--- src/rtl/sd_cmd_sequencer.sv ---
// sd_cmd_sequencer: frames one SD SPI-mode command (index, argument, CRC7)
// into CS/byte operations for the SPI engine, then polls for the R1 byte.
//
// Ports:
//   clk_i, rst_i           system clock, synchronous active-high reset
//   start_i                one-cycle command request (ignored while busy_o)
//   cmd_idx_i/arg_i/crc_i  command fields, latched on accepted start
//   keep_cs_i              1 = leave CS asserted after R1
//   busy_o, done_o         busy window and one-cycle completion pulse
//   r1_o, err_noresp_o,    result byte and error flags, valid with done_o
//   err_timeout_o
//   spi_enable_o, spi_cmd_index_o, spi_data_out_o   to SPI engine
//   spi_data_read_i, spi_cmd_done_i                 from SPI engine
module sd_cmd_sequencer #(
    parameter int unsigned GAP_CYCLES  = 400,
    parameter int unsigned R1_POLL_MAX = 8,
    parameter int unsigned OP_TIMEOUT  = 65535
) (
    input  logic        clk_i,
    input  logic        rst_i,
    input  logic        start_i,
    input  logic [5:0]  cmd_idx_i,
    input  logic [31:0] cmd_arg_i,
    input  logic [6:0]  cmd_crc_i,
    input  logic        keep_cs_i,
    output logic        busy_o,
    output logic        done_o,
    output logic [7:0]  r1_o,
    output logic        err_noresp_o,
    output logic        err_timeout_o,
    output logic        spi_enable_o,
    output logic [1:0]  spi_cmd_index_o,
    output logic [7:0]  spi_data_out_o,
    input  logic [7:0]  spi_data_read_i,
    input  logic        spi_cmd_done_i
);

    localparam int unsigned GAP_W  = (GAP_CYCLES > 1) ? $clog2(GAP_CYCLES) : 1;
    localparam int unsigned POLL_W = $clog2(R1_POLL_MAX + 1);
    localparam int unsigned WD_W   = 16;

    localparam logic [1:0] IDX_CS_ON  = 2'd0;
    localparam logic [1:0] IDX_CS_OFF = 2'd1;
    localparam logic [1:0] IDX_XFER   = 2'd2;

    typedef enum logic [2:0] {
        ST_IDLE, ST_CS_ON, ST_TX, ST_POLL, ST_CS_OFF, ST_FIN
    } state_e;

    typedef enum logic [1:0] {
        OP_REQ, OP_WAIT, OP_GAP
    } op_e;

    state_e              state_q, state_d;
    op_e                 op_q, op_d;
    logic [2:0]          byte_q, byte_d;
    logic [POLL_W-1:0]   poll_q, poll_d;
    logic [GAP_W-1:0]    gap_q, gap_d;
    logic [WD_W-1:0]     wd_q, wd_d;
    logic                sync1_q, sync2_q;
    logic [5:0]          idx_q, idx_d;
    logic [31:0]         arg_q, arg_d;
    logic [6:0]          crc_q, crc_d;
    logic                keep_q, keep_d;
    logic [7:0]          rx_q, rx_d;
    logic                abort_q, abort_d;
    logic [7:0]          res_r1_q, res_r1_d;
    logic                res_nr_q, res_nr_d;
    logic                busy_q, busy_d;
    logic                done_q, done_d;
    logic [7:0]          r1_q, r1_d;
    logic                nr_q, nr_d;
    logic                to_q, to_d;
    logic                en_q, en_d;
    logic [1:0]          cidx_q, cidx_d;
    logic [7:0]          dout_q, dout_d;

    logic                done_sync;
    logic                wd_expired;
    logic                launch;
    logic [1:0]          launch_idx;
    logic [7:0]          launch_data;
    logic                go_fin;

    assign done_sync  = sync2_q;
    assign wd_expired = (wd_q == WD_W'(OP_TIMEOUT - 1));

    // Byte n of the 6-byte command frame
    function automatic logic [7:0] frame_byte(input logic [2:0]  n,
                                              input logic [5:0]  idx,
                                              input logic [31:0] arg,
                                              input logic [6:0]  crc);
        logic [7:0] b;
        case (n)
            3'd0:    b = {2'b01, idx};
            3'd1:    b = arg[31:24];
            3'd2:    b = arg[23:16];
            3'd3:    b = arg[15:8];
            3'd4:    b = arg[7:0];
            default: b = {crc, 1'b1};
        endcase
        return b;
    endfunction

    // State, counters and registered outputs
    always_ff @(posedge clk_i) begin
        if (rst_i) begin
            state_q  <= ST_IDLE;
            op_q     <= OP_GAP;
            byte_q   <= '0;
            poll_q   <= '0;
            gap_q    <= '0;
            wd_q     <= '0;
            sync1_q  <= 1'b0;
            sync2_q  <= 1'b0;
            idx_q    <= '0;
            arg_q    <= '0;
            crc_q    <= '0;
            keep_q   <= 1'b0;
            rx_q     <= 8'hFF;
            abort_q  <= 1'b0;
            res_r1_q <= 8'hFF;
            res_nr_q <= 1'b0;
            busy_q   <= 1'b0;
            done_q   <= 1'b0;
            r1_q     <= 8'hFF;
            nr_q     <= 1'b0;
            to_q     <= 1'b0;
            en_q     <= 1'b0;
            cidx_q   <= IDX_CS_ON;
            dout_q   <= 8'hFF;
        end else begin
            state_q  <= state_d;
            op_q     <= op_d;
            byte_q   <= byte_d;
            poll_q   <= poll_d;
            gap_q    <= gap_d;
            wd_q     <= wd_d;
            sync1_q  <= spi_cmd_done_i;
            sync2_q  <= sync1_q;
            idx_q    <= idx_d;
            arg_q    <= arg_d;
            crc_q    <= crc_d;
            keep_q   <= keep_d;
            rx_q     <= rx_d;
            abort_q  <= abort_d;
            res_r1_q <= res_r1_d;
            res_nr_q <= res_nr_d;
            busy_q   <= busy_d;
            done_q   <= done_d;
            r1_q     <= r1_d;
            nr_q     <= nr_d;
            to_q     <= to_d;
            en_q     <= en_d;
            cidx_q   <= cidx_d;
            dout_q   <= dout_d;
        end
    end

    // Next-state: command phase sequencing plus per-op REQ/WAIT/GAP handshake
    always_comb begin
        state_d     = state_q;
        op_d        = op_q;
        byte_d      = byte_q;
        poll_d      = poll_q;
        gap_d       = gap_q;
        wd_d        = wd_q;
        idx_d       = idx_q;
        arg_d       = arg_q;
        crc_d       = crc_q;
        keep_d      = keep_q;
        rx_d        = rx_q;
        abort_d     = abort_q;
        res_r1_d    = res_r1_q;
        res_nr_d    = res_nr_q;
        busy_d      = busy_q;
        done_d      = 1'b0;
        r1_d        = r1_q;
        nr_d        = nr_q;
        to_d        = to_q;
        en_d        = en_q;
        cidx_d      = cidx_q;
        dout_d      = dout_q;
        launch      = 1'b0;
        launch_idx  = IDX_XFER;
        launch_data = 8'hFF;
        go_fin      = 1'b0;

        case (state_q)
            ST_IDLE: begin
                if (start_i) begin
                    idx_d      = cmd_idx_i;
                    arg_d      = cmd_arg_i;
                    crc_d      = cmd_crc_i;
                    keep_d     = keep_cs_i;
                    busy_d     = 1'b1;
                    nr_d       = 1'b0;
                    to_d       = 1'b0;
                    abort_d    = 1'b0;
                    res_r1_d   = 8'hFF;
                    res_nr_d   = 1'b0;
                    byte_d     = 3'd0;
                    poll_d     = '0;
                    state_d    = ST_CS_ON;
                    launch     = 1'b1;
                    launch_idx = IDX_CS_ON;
                end
            end
            ST_FIN: begin
                state_d = ST_IDLE;
                busy_d  = 1'b0;
            end
            default: begin
                case (op_q)
                    OP_REQ: begin
                        // cmd_done may still be high from the last op; wait for the engine to drop it
                        wd_d = wd_q + WD_W'(1);
                        if (!done_sync) begin
                            op_d = OP_WAIT;
                        end else if (wd_expired) begin
                            en_d     = 1'b0;
                            abort_d  = 1'b1;
                            res_r1_d = 8'hFF;
                            res_nr_d = 1'b0;
                            op_d     = OP_GAP;
                            gap_d    = '0;
                        end
                    end
                    OP_WAIT: begin
                        wd_d = wd_q + WD_W'(1);
                        if (done_sync) begin
                            rx_d  = spi_data_read_i;
                            en_d  = 1'b0;
                            op_d  = OP_GAP;
                            gap_d = '0;
                            if (state_q == ST_POLL && poll_q < POLL_W'(R1_POLL_MAX)) begin
                                poll_d = poll_q + POLL_W'(1);
                            end
                        end else if (wd_expired) begin
                            en_d     = 1'b0;
                            abort_d  = 1'b1;
                            res_r1_d = 8'hFF;
                            res_nr_d = 1'b0;
                            op_d     = OP_GAP;
                            gap_d    = '0;
                        end
                    end
                    default: begin
                        if (gap_q == GAP_W'(GAP_CYCLES - 1)) begin
                            gap_d = '0;
                            if (abort_q) begin
                                go_fin = 1'b1;
                            end else begin
                                case (state_q)
                                    ST_CS_ON: begin
                                        state_d     = ST_TX;
                                        byte_d      = 3'd0;
                                        launch      = 1'b1;
                                        launch_data = frame_byte(3'd0, idx_q, arg_q, crc_q);
                                    end
                                    ST_TX: begin
                                        launch = 1'b1;
                                        if (byte_q == 3'd5) begin
                                            state_d = ST_POLL;
                                            poll_d  = '0;
                                        end else begin
                                            byte_d      = byte_q + 3'd1;
                                            launch_data = frame_byte(byte_q + 3'd1, idx_q, arg_q, crc_q);
                                        end
                                    end
                                    ST_POLL: begin
                                        if (!rx_q[7] || poll_q == POLL_W'(R1_POLL_MAX)) begin
                                            // No response reports as FF, not the last idle byte
                                            res_r1_d = rx_q[7] ? 8'hFF : rx_q;
                                            res_nr_d = rx_q[7];
                                            if (keep_q) begin
                                                go_fin = 1'b1;
                                            end else begin
                                                state_d    = ST_CS_OFF;
                                                launch     = 1'b1;
                                                launch_idx = IDX_CS_OFF;
                                            end
                                        end else begin
                                            launch = 1'b1;
                                        end
                                    end
                                    default: go_fin = 1'b1;
                                endcase
                            end
                        end else begin
                            gap_d = gap_q + GAP_W'(1);
                        end
                    end
                endcase
            end
        endcase

        // Start a new SPI op; index/data held constant until the next launch
        if (launch) begin
            op_d   = OP_REQ;
            wd_d   = '0;
            en_d   = 1'b1;
            cidx_d = launch_idx;
            dout_d = launch_data;
        end

        // Results land on the same edge that raises done
        if (go_fin) begin
            state_d = ST_FIN;
            done_d  = 1'b1;
            r1_d    = res_r1_d;
            nr_d    = res_nr_d;
            to_d    = abort_q;
        end
    end

    assign busy_o          = busy_q;
    assign done_o          = done_q;
    assign r1_o            = r1_q;
    assign err_noresp_o    = nr_q;
    assign err_timeout_o   = to_q;
    assign spi_enable_o    = en_q;
    assign spi_cmd_index_o = cidx_q;
    assign spi_data_out_o  = dout_q;

endmodule

--- config.mk ---
export PLATFORM = sky130hd
export DESIGN_NAME = sd_cmd_sequencer
export DESIGN_NICKNAME = d
export VERILOG_FILES = /design/src/rtl/sd_cmd_sequencer.sv
export SDC_FILE = /design/constraint.sdc
export NUM_CORES = 1
export LEC_CHECK = 0
export CAP_MARGIN = 25
export CORE_ASPECT_RATIO = 1.1
export CORE_UTILIZATION = 57
export DETAILED_ROUTE_END_ITERATION = 8
export DONT_BUFFER_PORTS = 1
export HOLD_SLACK_MARGIN = 0.15
export PLACE_DENSITY = 0.82
export SYNTH_ARGS = -nofsm -noshare
export SYNTH_HDL_FRONTEND = slang
export SYNTH_SLANG_ARGS = --single-unit
--- constraint.sdc ---
create_clock -name clk_i -period 2.5 [get_ports clk_i]
set_input_delay 0.5 -clock clk_i [delete_from_list [all_inputs] [get_ports clk_i]]
set_output_delay 0.5 -clock clk_i [all_outputs]
set_load 0.02 [all_outputs]
==> results of run 1 <==
[power by group through the flow]
stage | logic (mW) | registers (mW) | clock network, mW
2_1_floorplan | 1.91 | 2.51 | 0
3_3_place_gp | 2.54 | 2.60 | 0
3_5_place_dp | 2.63 | 2.61 | 0
4_1_cts | 2.75 | 2.58 | 2.30
5_1_grt | 3.12 | 2.63 | 2.39
6_report | 2.87 | 2.60 | 2.28
[logic make-up after synthesis]
kind of cell,after synthesis,synth area share
and+or+nand+nor,292,0.2303
AOI/OAI and AO/OA,201,0.2268
DFF,126,0.4375
buffers and inverters,58,0.04058
xor gates and xnor gates,17,0.02582
adders and majority gates,10,0.02170
muxes,9,0.01736
[state kept, by name, indices dropped and copies added (netlist names), 7 cells and up]
signal and count:
r1_o 8, rx_q 8, crc_q 7, res_r1_q 8, arg_q 32, spi_data_out_o 8, wd_q 16, gap_q 9
[path summary, 6_finish.rpt]
kind | startpoint | to | slack, ns
setup reg to reg | gap_q[0] | spi_data_out_o[4] | 0.14
hold reg to reg | sync1_q | done_sync | 0.43
hold / removal | rst_i | res_r1_q[0] | 0.16
setup / recovery | gap_q[0] | spi_data_out_o[4] | 0.14
[routing by layer]
layer  vias up  track usage  wire [um]
met4         0       0.1742        553
met1      2675       0.3557       6446
met5         -            0          0
met3        64      0.08117       1288
met2       287       0.5473       8158
li1       2667            -          -
[metrics by stage]
step | total power [mW] | utilization | std cells
floorplan | 4.422 | - | 713
global placement | 5.136 | 0.6054 | 813
detailed placement | 5.248 | 0.6054 | 813
CTS | 7.625 | 0.7206 | 901
global route | 8.148 | 0.7235 | 902
finish | 7.756 | 0.7235 | 902
[cell usage in the layout, fill, tap and decap left out, drive strengths merged, types with 5 or more instances in the layout]
master / n
dlygate4sd3: 56
ha: 10
nor4: 7
a211o: 9
a21oi: 89
nand3: 16
a221oi: 7
xor2: 6
nand4: 8
a21o: 7
buf: 28
a221o: 6
a211oi: 7
clkbuf: 20
nor2b: 13
nor2: 69
a31oi: 7
or3: 8
xnor2: 11
a222oi: 6
dfxtp: 126
o21ai: 25
a311oi: 7
nor3: 22
clkinv: 6
nand2: 126
o22a: 5
mux2: 8
inv: 11
and2: 5
[worst reg2reg max path: cells and delay by family, from the launching register on]
| family | cells | cell delay (ns) |
|---|---|---|
| adder cells (fa/ha/maj) | 1 | 0.23 |
| flip-flops | 1 | 0.36 |
| AO/OA/AOI/OAI | 1 | 0.31 |
| AND/OR/NAND/NOR | 4 | 1.33 |
[final cells by class]
type                       count  share of cell area
multi-input combinational    529              0.4273
timing repair buffer          84              0.1146
clock inverter                11             0.01687
tap                          120             0.02109
inverter                      11            0.005799
antenna                        1           0.0003514
clock buffer                  20             0.05974
sequential                   126              0.3542
[repair_timing]
action / 4_1_cts / 5_1_grt
endpoints found under the setup margin: 0 / 7
hold buffers: 57 / 0
endpoints found under the hold margin: 89 / 0
resized for setup: 0 / 5
==> results.md, run 1 <==
* Post-route ant nets at 0
* CTS Buffer Depth at 2
* Post-synth top cells: 126 x dfxtp_1, 126 x nand2_1, 89 x a21oi_1, 69 x nor2_1, 34 x clkbuf_1
* Fraction of layout cells with a size suffix above 1 at 0.09987
* Die height at 107.5 um
* # IOs at 81
* Avg Vias per Cell at 6.312
* Vias in the first global route at 5545
* DR iter-0 viols at 497
* Routed vias at 5693
* Starting Density at 0.5858
* Setup ws final at 0.1411 ns
* Pin count of the biggest net entering global routing at 90
* First-pass GRT wire length at 26.29 mm
* Internal at 4.746 mW
* WL/cell at 18.23 um
* Root Driver: clkbuf_8
* Mean Syn Cell Area at 8.086 sq um
* Min cycle time layout at 2.359 ns
* Leak at 2.596 nW
* Max Freq at 423.9 MHz
* Crit path cell chain: ha_1 -> nand4_1 -> or3_4 -> or4_4 -> a221oi_1 -> nor2_1
* Max stage delay on crit path at 0.55 ns
* Unrepaired setup endpoints after global routing: false
* Largest area contributor in the netlist: dfxtp_1
* CP endpoint kind: register
* Final HPWL DP at 10.01 mm
* Cell variety after synth at 56
* Slew Viols, Final at 0
* Synth area leaders: dfxtp_1 44%, nand2_1 8.2%, a21oi_1 7.7%
* Die ar. at 10520 sq um
* Hold_ws at 0.1632 ns
* RePlAce Congestion at 0.9567
* R2R cell count at 6
* Buf/Inv on CP at 0
* Worst-path clk slew at 0.06 ns
* Psw at 3.010 mW
* 1st-pass router iterations at 6
* Combinational share of power at 0.370
* Status: finished, final reports clean
* I/O Buffers at 0
* Pwr Density at 1089 nW/um^2
* Setup Fix Bufs, Post-CTS at 0
* Gr ovfl total at 0
* Core area at 9842 sq um
* Final Hold Violating Endpoints at 0
* Place WS at 0.06784 ns
* Die Width at 97.89 um
* Total negative slack at 0 ns
* Area delta synth->final at 23.50%
* Global Route Usage Sum at 0.3163
* # Max-Cap Violations at 0
* Slowest CP cell: or4_4
* Worst Max-Slew Pin Slew at 1.019 ns
* Sink Count at 126
* Sequential Power Share at 0.335
* Critical path depth at 6
* Required @ worst endpoint at 2.90 ns
* Number of enable flip-flop cells after synthesis at 0
* Std-Cell Rows at 38
* Crit path max fanout at 7
* Routed WL at 16.45 mm
* Top cell type's share of synthesized area at 0.4375
* Seq/Total Area, Yosys at 0.4375
* Flops & latches, synth at 126
* Tcrit/Tclk final at 0.9436
* Synth Cell Area at 5766 sq um
* Predominant post-synthesis flop cell: dfxtp_1
* Worst Path Class, Setup: reg -> reg
* Ys async rst share at 0
* Max VDD drop at 696.4 uV
* Fillcell total at 677
* Worst hold stages at 2
* Sw frac at 0.3881
* CP arrival at 2.76 ns
* Clk_lat worst skew at 0.53 ns
* Worst min path class: in -> reg
* Top delay family on crit path: simple AND/OR/NAND/NOR gates
* Mapped Cells at 713
* NumNets Final at 837
* Clk pwr share at 0.295
* TritonCTS clock tree: built
* # setup viols final at 0
* Slew HR at 0.3184
* Area occupied by multi-input gates at 3043 sq um
* Post-Syn Nets at 781
* Antenna violations before repair at 1
* Area after DPL at 5958 sq um
* Synth warn at 0
* Final instance area at 7121 sq um
* Worst Setup Start Kind: register
* Reg area at 2522 sq um
* Number of H-tree levels at 4
* Worst Skew at 0.006269 ns
* Drt drc at 0
* TritonCTS Buffers at 17
No activity file was read; power rests on OpenSTA's default activity.
==> run 2: changes to the inputs <==
ABC_AREA = 1   (was unset)
CORE_ASPECT_RATIO = unset   (was 1.1)
CTS_CLUSTER_SIZE = 14   (was unset)
==> results.md, run 2 <==
* Setup Fix Bufs, Post-CTS at 0
* Buf/Inv on CP at 2
* Number of enable flip-flop cells after synthesis at 0
* Final Util at 0.6873
* Worst Hold Launch: cmd_arg_i[15]
* TritonCTS Buffers at 17
* Number of H-tree levels at 4
* Worst R2R Start: gap_q[0]
* R2R cell count at 11
* Critical path depth at 11
* Synth Cell Area at 6215 sq um
* Status: finished, final reports clean
* Area delta synth->final at 15.70%
* Die ar. at 11320 sq um
* Predominant post-synthesis flop cell: dfxtp_1
* Antenna violations before repair at 1
* Global Route Usage Sum at 0.2876
* # setup viols final at 0
* Most common cell in the synthesized netlist: nand2_1
* Biggest register: arg_q
* R2R Path End: wd_q[9]
* Worst Max-Slew Pin Slew at 0.6067 ns
* Fraction of layout cells with a size suffix above 1 at 0.08221
* DR iter-0 viols at 505
* Most common cell after layout, fill and taps aside: nand2_1
* Die height at 106.4 um
* Gr ovfl total at 0
* Crit path max fanout at 23
* Leading cell types in the layout, fill and taps excluded: 178 x nand2_1, 135 x nor2_1, 126 x dfxtp_1
* Slew HR at 0.5942
* Std-Cell Rows at 37
* Cell variety after synth at 39
* Final Hold Violating Endpoints at 0
* # IOs at 81
* NumNets Final at 1016
* Routed WL at 15.74 mm
* Unrepaired setup endpoints after global routing: false
* Max stage delay on crit path at 0.37 ns
* Slew Viols, Final at 0
* Post-route ant nets at 0
* Worst hold stages at 2
* Final HPWL DP at 10.71 mm
* Pin count of the biggest net entering global routing at 83
* Vias in the first global route at 5536
* CP arrival at 2.62 ns
* CTS Buffer Depth at 2
* Routed vias at 6009
* Max VDD drop at 675.1 uV
* Max FFs per register at 32
* Slowest CP cell: dfxtp_1
* Root Driver: clkbuf_8
* Post-synth top cells: 178 x nand2_1, 135 x nor2_1, 126 x dfxtp_1, 120 x inv_1, 103 x o21ai_0
* Biggest regs: arg_q x32, wd_q x16, gap_q x9
* Worst-path clk slew at 0.06 ns
* Worst Skew at 0.01048 ns
* Top delay family on crit path: simple AND/OR/NAND/NOR gates
* Top cell type's share of synthesized area at 0.4059
* Fillcell total at 905
* Seq/Total Area, Yosys at 0.4059
* I/O Buffers at 0
* CP endpoint kind: register
* Post_cts resized at 0
* Worst min path class: in -> reg
* WL/cell at 14.35 um
* Antenna diode count at 0
* Leak at 3.008 nW
* Ys async rst share at 0
* Drt drc at 0
* First-pass GRT wire length at 25.64 mm
* Flops & latches, synth at 126
* 1st-pass router iterations at 5
* Largest area contributor in the netlist: dfxtp_1
* Crit path cell chain: ha_1 -> nand2_1 -> nor2_1 -> nand3_1 -> inv_1 -> nand3_1 -> nand2_2 -> nor2_4 -> inv_2 -> nor2_1 -> o21a_1
* Core area at 10460 sq um
* Required @ worst endpoint at 2.91 ns
* Clk_lat worst skew at 0.53 ns
* Mapped Cells at 923
* Die Width at 106.4 um
* Total negative slack at 0 ns
* # Max-Cap Violations at 0
* Pwr Density at 1018 nW/um^2
* Mean Syn Cell Area at 6.733 sq um
* Post-Syn Nets at 991
* Min cycle time layout at 2.202 ns
* Worst Hold Path EP: arg_q[15]
* RePlAce Congestion at 0.9532
* Synth area leaders: dfxtp_1 41%, nand2_1 11%, o21ai_0 8.3%
* R2R setup slack at 0.30 ns
* Avg Vias per Cell at 5.478
* TritonCTS clock tree: built
* Sink Count at 126
* Max Freq at 454.0 MHz
* Worst Setup Start Kind: register
* Starting Density at 0.5940
* Worst Path Class, Setup: reg -> reg
* Tcrit/Tclk final at 0.8810
* Synth warn at 0
run 2: cell types whose count changed after synthesis, moves of 8 or more:
cell and delta:
nor2b_1 -12, a21oi_1 -9, o22ai_1 +9, inv_1 +109
nand2_1 +52, clkbuf_1 -14, nor2_1 +66, or3_1 -8
mux2_2 -8, nand3_1 +39, o21ai_0 +79, a211o_1 -9
nor3_1 -9
run 2: per-layer routing:
metal	vias to the layer above	GRT usage	routed length, um
met3	43	0.07787	1325
met1	2702	0.3540	6836
met2	243	0.4726	7174
li1	3019	-	-
met4	2	0.1223	391
met5	-	0	13
run 2: cell type report:
type / instances / area, sq um / area share
Sequential cell: 126 / 2522 / 0.3508
Clock buffer: 18 / 427.9 / 0.05951
Multi-Input combinational cell: 646 / 3107 / 0.4321
Tap cell: 136 / 170.2 / 0.02366
Timing Repair Buffer: 32 / 312.8 / 0.04350
Clock inverter: 14 / 181.4 / 0.02523
Inverter: 125 / 469.2 / 0.06525
run 2: how the worst max path moves through the flow:
| stage | end | slack [ns] | startpoint |
|---|---|---|---|
| final | wd_q[9] | 0.30 | gap_q[0] |
| after global routing | wd_q[9] | 0.16 | gap_q[0] |
| after CTS | wd_q[9] | 0.29 | gap_q[0] |
| after detailed placement | wd_q[9] | 0.37 | gap_q[0] |
| after global placement | wd_q[9] | 0.49 | gap_q[0] |
| after floorplan | r1_o[3] | 0.75 | gap_q[0] |
run 2: per-stage QoR:
stage	setup WS (ns)	hold slack [ns]	cells	total power [mW]	cell area [sq um]
after floorplan	0.7499	0.3883	923	4.222	6215
after global placement	0.4856	0.3889	1043	4.658	6356
after detailed placement	0.3732	0.3948	1043	4.701	6356
after CTS	0.2869	0.1572	1096	7.285	7176
after global routing	0.1574	0.1737	1097	7.759	7191
final	0.2976	0.1653	1097	7.319	7191
run 2: cell families after synthesis:
family                   Yosys count  share of synthesized area
AND/OR/NAND/NOR                  423                     0.2968
AO/OA/AOI/OAI                    204                     0.1703
buffers and inverters            151                    0.09422
flip-flops                       126                     0.4059
adder cells (fa/ha/maj)           10                    0.02013
XOR/XNOR                           9                    0.01268
run 2: where the power goes:
group          switching [mW]  total [mW]  internal [mW]  leakage, nW
combinational            1.50        2.18          0.680         1.68
sequential              0.240        2.61           2.37         1.03
clock                   0.966        2.53           1.57        0.297
total                    2.70        7.32           4.62         3.01
run 2: timing repair:
| item | 4_1_cts | 5_1_grt |
|---|---|---|
| hold endpoints to repair | 39 | 0 |
| setup endpoints to repair | 0 | 0 |
| hold buffers | 21 | 0 |
